**config.mk**
```make
export PLATFORM = sky130hd
export DESIGN_NAME = sram_port_arbiter
export DESIGN_NICKNAME = d
export VERILOG_FILES = /design/src/rtl/sram_port_arbiter_pkg.sv /design/src/rtl/sram_port_arbiter_addr_map.sv /design/src/rtl/sram_port_arbiter.sv
export SDC_FILE = /design/constraint.sdc
export NUM_CORES = 1
export LEC_CHECK = 0
export CAP_MARGIN = 0
export CORE_AREA = 3 3 119 121
export DETAILED_ROUTE_END_ITERATION = 12
export DIE_AREA = 0 0 122 124
export PLACE_DENSITY = 0.54
export SYNTH_ARGS = -nofsm -noshare
export SYNTH_HDL_FRONTEND = slang
export SYNTH_SLANG_ARGS = --single-unit
export TNS_END_PERCENT = 30
```
**constraint.sdc**
```tcl
create_clock -name clk -period 2.4 [get_ports clk]
set_input_delay 0.48 -clock clk [delete_from_list [all_inputs] [get_ports clk]]
set_output_delay 0.48 -clock clk [all_outputs]
set_load 0.1 [all_outputs]
```
**src/rtl/sram_port_arbiter_pkg.sv**
```systemverilog
// Shared types and constants for the instruction/data SRAM port arbiter.
// Holds the FSM state encoding, bus widths and the kseg0/kseg1 window test.
package sram_port_arbiter_pkg;

  localparam int ADDR_W = 32;
  localparam int DATA_W = 32;
  localparam int WEN_W  = 4;
  localparam int CNT_W  = 2;

  typedef enum logic [1:0] {
    ST_IDLE   = 2'd0,
    ST_BUSY_I = 2'd1,
    ST_BUSY_D = 2'd2
  } arb_state_t;

  localparam logic [3:0] KSEG_NIB_LO = 4'h8;
  localparam logic [3:0] KSEG_NIB_HI = 4'hB;

  // kseg0 (0x8/0x9) and kseg1 (0xA/0xB) both fold onto the low 512 MB.
  function automatic logic is_kseg(input logic [3:0] nib);
    return (nib >= KSEG_NIB_LO) && (nib <= KSEG_NIB_HI);
  endfunction

endpackage

```
**src/rtl/sram_port_arbiter_addr_map.sv**
```systemverilog
// Combinational virtual-to-physical mapper for the shared SRAM address.
// With mapping disabled the address passes straight through.
module sram_port_arbiter_addr_map
  import sram_port_arbiter_pkg::*;
#(
  parameter bit MAP_EN = 1'b1
) (
  input  logic [ADDR_W-1:0] vaddr,
  output logic [ADDR_W-1:0] paddr
);

  generate
    if (MAP_EN) begin : g_map
      always_comb begin
        paddr = vaddr;
        if (is_kseg(vaddr[ADDR_W-1 -: 4])) begin
          paddr[ADDR_W-1 -: 3] = 3'b000;
        end
      end
    end else begin : g_pass
      assign paddr = vaddr;
    end
  endgenerate

endmodule

```
**src/rtl/sram_port_arbiter.sv**
```systemverilog
// Shares one synchronous single-port SRAM between the instruction and data
// ports; data wins ties and a completing port is never re-granted at once.
module sram_port_arbiter
  import sram_port_arbiter_pkg::*;
#(
  parameter int MEM_LAT = 1,
  parameter bit MAP_EN  = 1'b1
) (
  input  logic              clk,
  input  logic              resetn,
  input  logic              iram_en,
  input  logic [WEN_W-1:0]  iram_wen,
  input  logic [ADDR_W-1:0] iram_addr,
  input  logic [DATA_W-1:0] iram_wdata,
  output logic [DATA_W-1:0] iram_rdata,
  output logic              iram_wait,
  input  logic              dram_en,
  input  logic [WEN_W-1:0]  dram_wen,
  input  logic [ADDR_W-1:0] dram_addr,
  input  logic [DATA_W-1:0] dram_wdata,
  output logic [DATA_W-1:0] dram_rdata,
  output logic              dram_wait,
  output logic              mem_en,
  output logic [WEN_W-1:0]  mem_wen,
  output logic [ADDR_W-1:0] mem_addr,
  output logic [DATA_W-1:0] mem_wdata,
  input  logic [DATA_W-1:0] mem_rdata
);

  localparam logic [CNT_W-1:0] CNT_INIT = CNT_W'(MEM_LAT - 1);

  arb_state_t       state_reg, state_next;
  logic [CNT_W-1:0] cnt_reg, cnt_next;

  logic              done_i, done_d;
  logic              issue, cand_i, cand_d, grant;
  logic [ADDR_W-1:0] sel_addr, mapped_addr;

  assign done_i = (state_reg == ST_BUSY_I) && (cnt_reg == '0);
  assign done_d = (state_reg == ST_BUSY_D) && (cnt_reg == '0);

  // A completion cycle doubles as an issue cycle; the completer's en still
  // reflects its old request, so it is excluded from the candidates.
  assign issue  = (state_reg == ST_IDLE) || (cnt_reg == '0);
  assign cand_d = dram_en && !done_d;
  assign cand_i = iram_en && !done_i;
  assign grant  = issue && (cand_d || cand_i);

  assign sel_addr = cand_d ? dram_addr : iram_addr;

  sram_port_arbiter_addr_map #(
    .MAP_EN(MAP_EN)
  ) u_addr_map (
    .vaddr(sel_addr),
    .paddr(mapped_addr)
  );

  // Bus is forced quiet while reset is held, independent of the requesters.
  always_comb begin
    mem_en    = grant && resetn;
    mem_wen   = '0;
    mem_addr  = '0;
    mem_wdata = '0;
    if (mem_en) begin
      mem_wen   = cand_d ? dram_wen   : iram_wen;
      mem_addr  = mapped_addr;
      mem_wdata = cand_d ? dram_wdata : iram_wdata;
    end
  end

  assign iram_wait  = iram_en && !done_i;
  assign dram_wait  = dram_en && !done_d;
  assign iram_rdata = mem_rdata;
  assign dram_rdata = mem_rdata;

  always_comb begin
    state_next = state_reg;
    cnt_next   = cnt_reg;
    if (issue) begin
      if (grant) begin
        state_next = cand_d ? ST_BUSY_D : ST_BUSY_I;
        cnt_next   = CNT_INIT;
      end else begin
        state_next = ST_IDLE;
        cnt_next   = '0;
      end
    end else begin
      cnt_next = cnt_reg - 1'b1;
    end
  end

  always_ff @(posedge clk or negedge resetn) begin
    if (!resetn) begin
      state_reg <= ST_IDLE;
      cnt_reg   <= '0;
    end else begin
      state_reg <= state_next;
      cnt_reg   <= cnt_next;
    end
  end

endmodule

```
==> impl_metrics.json <==
{
  "async_flop_share_pct": 100.0,
  "ctsLongestPathBuffers": 2,
  "rsz0062_at_grt": "yes",
  "grt_pass1_wl_um": 19420,
  "p_sw_mw": 1.384,
  "skew_ns": 0.0008754,
  "fin_crit_ns": 2.446,
  "hold_class": "register to register",
  "area_delta_synth_final_pct": 192.5,
  "layout.nets": 670,
  "max_slew_margin_pct": 74.33,
  "die_y_um": 124,
  "first_global_vias": 3340,
  "vdd_drop_max_mv": 0.1533,
  "worstMarginPinSlew_ns": 0.3851,
  "swShare_pct": 53.80,
  "hold_buffers": 0,
  "core_area_mm2": 0.01319,
  "violations": "negative setup slack",
  "syn-num-nets": 519,
  "start_util_pct": 16.49,
  "track_usage_pct": 16.18,
  "antenna_found_initial": 0,
  "run_status": "finished with violations",
  "fin_ws_ns": -0.04629,
  "drt_iter0_markers": 139,
  "synth_edf_count": 0,
  "synth_area_per_cell_um2": 6.285,
  "end_kind": "primary output",
  "synth_common_cells": "buf_4 (69), a211oi_1 (68), nand3_1 (66), o21ai_0 (64), clkbuf_1 (25)",
  "io_buffers": 210,
  "synth_top_area_share_pct": 23.82,
  "cts_tree": "done",
  "path_class": "register to primary output",
  "wire_per_inst_um": 20.46,
  "place.gp.congestion": 0.7864,
  "p_int_mw": 1.189,
  "post-route-drc-count": 0,
  "use_met1_pct": 18.17,
  "num_rows": 42,
  "cp.arrival_ns": 1.97,
  "htree_levels": 1,
  "setup_viol_count_final": 48,
  "seq_area_frac_synth_pct": 4.603,
  "die_area_mm2": 0.01513,
  "clk_pin_slew_ns": 0.03,
  "synth_area_mm2": 0.002175,
  "max_freq_mhz": 408.8,
  "leakage_nw": 2.034,
  "stdcell_count": 671,
  "netlist.top_cell.by_area": "buf_4",
  "period_share_pct": 101.9,
  "grt_max_degree": 33,
  "setup_tns_ns": -0.8922,
  "synth_area_leaders": "buf_4 (24%), a211oi_1 (23%), nand3_1 (15%)",
  "dp_slack_ns": -0.1849,
  "drtAntennaViolNets": 0,
  "critPathLaunchType": "register",
  "synth_cells": 346,
  "busiest_layer": "met2",
  "clkPwrFrac_pct": 10.2,
  "ys_warn_count": 0,
  "p_per_area_mw_per_mm2": 404.5,
  "fillers": 1188,
  "vias_per_cell": 4.815,
  "cp_max_fo": 12,
  "hold_viol_final": 0,
  "drive_above_1_share_pct": 48.89,
  "synth.distinct_cells": 31,
  "dr.pass1.iters": 4,
  "synth_top_flop_cell": "dfrtp_1",
  "grtUsageMet2_pct": 31.35,
  "ys_ff_latch": 4,
  "ios": 307,
  "dp_cells": 654,
  "via_count": 3231,
  "drt_wl_total_um": 13730,
  "place_hpwl_um": 10320,
  "grt.overflow.total": 0,
  "diodes": 0,
  "yosysMostFrequentCell": "buf_4",
  "report.final.slew_viol_count": 0,
  "cts.sinks": 4,
  "drv_cap": 0,
  "pwr-share-comb_pct": 86.8,
  "die_w_um": 122,
  "cts-root-buf": "clkbuf_16",
  "clock_latency_ns": 0.23,
  "grtUsageMet3_pct": 3.179,
  "pwr-share-seq_pct": 3.0,
  "worstPathRequired_ns": 1.92,
  "cts_buffers": 3
}
[cell usage in the layout (no fill, tap or decap), types with 2 or more instances in the layout]
cell,synthesis,final
a211oi_4,0,68
a21oi_1,2,2
buf_12,0,87
buf_16,0,4
buf_4,69,20
buf_6,3,4
clkbuf_16,0,5
clkdlybuf4s50_1,0,137
dfrtp_1,4,4
inv_1,6,6
nand3_1,66,39
nand3_2,0,23
nand3_4,0,4
nor2_2,0,2
nor3_1,2,2
o21ai_0,64,5
o21ai_1,3,46
o21ai_2,0,16
[what timing repair did]
item / in CTS / in global routing
hold endpoints to repair: 0 / 0
gates resized for setup: 63 / 29
buffers inserted: 7 / 1
setup endpoints to repair: 69 / 69
pin swaps: 45 / 32
gates cloned: 4 / 3
[worst paths after layout]
path | startpoint | end | slack, ns | cells after the start
setup / recovery | cnt_reg[0]$_DFF_PN0_ | mem_wen[1] | -0.05 | 8
min in group asynchronous | resetn | state_reg[0]$_DFFE_PN0P_ | 0.67 | 2
max in group asynchronous | resetn | cnt_reg[0]$_DFF_PN0_ | 1.62 | 2
setup reg to reg | cnt_reg[0]$_DFF_PN0_ | state_reg[1]$_DFFE_PN0P_ | 1.21 | 6
hold reg to reg | cnt_reg[0]$_DFF_PN0_ | cnt_reg[0]$_DFF_PN0_ | 0.53 | 2
hold / removal | cnt_reg[0]$_DFF_PN0_ | cnt_reg[0]$_DFF_PN0_ | 0.53 | 2
[power groups by stage]
| stage | combinational (mW) | clock [mW] | sequential (mW) |
|---|---|---|---|
| CTS | 2.22 | 0.267 | 0.0762 |
| global placement | 2.10 | 0 | 0.0768 |
| floorplan | 1.80 | 0 | 0.0736 |
| finish | 2.23 | 0.263 | 0.0764 |
| global route | 2.31 | 0.270 | 0.0770 |
| detailed placement | 2.11 | 0 | 0.0768 |
[per-layer routing]
metal / wire length [um] / up-vias
li1: - / 1460
met1: 4952 / 1558
met2: 7349 / 194
met3: 1144 / 19
met4: 278 / 0
met5: 0 / -
[final cells by class]
type | instances | area [um2] | share of cell area, %
timing repair buffer | 256 | 3482 | 54.74
inverter | 8 | 35.03 | 0.5507
tap | 176 | 220.2 | 3.462
clock buffer | 3 | 75.07 | 1.180
multi-input combinational | 224 | 2449 | 38.49
sequential | 4 | 100.1 | 1.574
[critical path, cell delays in order (launching register included)]
cell      delay [ns]
dfrtp_1         0.37
inv_1           0.06
ha_2            0.18
and3b_2         0.22
buf_12          0.15
buf_12          0.13
o21ai_1         0.09
a211oi_4        0.31
buf_12          0.21
[per-stage QoR]
stage / hold slack, ns / cell area, um2 / power (mW) / util (%)
after global placement: 0.4217 / 5854 / 2.173 / 44.38
after CTS: 0.4434 / 6236 / 2.560 / 47.28
final: 0.5324 / 6361 / 2.573 / 48.23
after detailed placement: 0.4399 / 5854 / 2.188 / 44.38
after global routing: 0.5610 / 6361 / 2.659 / 48.23
after floorplan: 0.1844 / 3176 / 1.877 / -
[kinds of logic (layout without fill, tap and decap cells)]
family	after synthesis	after routing	synth area share [%]
AO/OA/AOI/OAI	145	145	42.35
adder cells (fa/ha/maj)	2	2	1.036
flip-flops	4	4	4.603
buffers and inverters	118	267	34.06
AND/OR/NAND/NOR	77	77	17.95
Power figures use the tool's default switching activity.
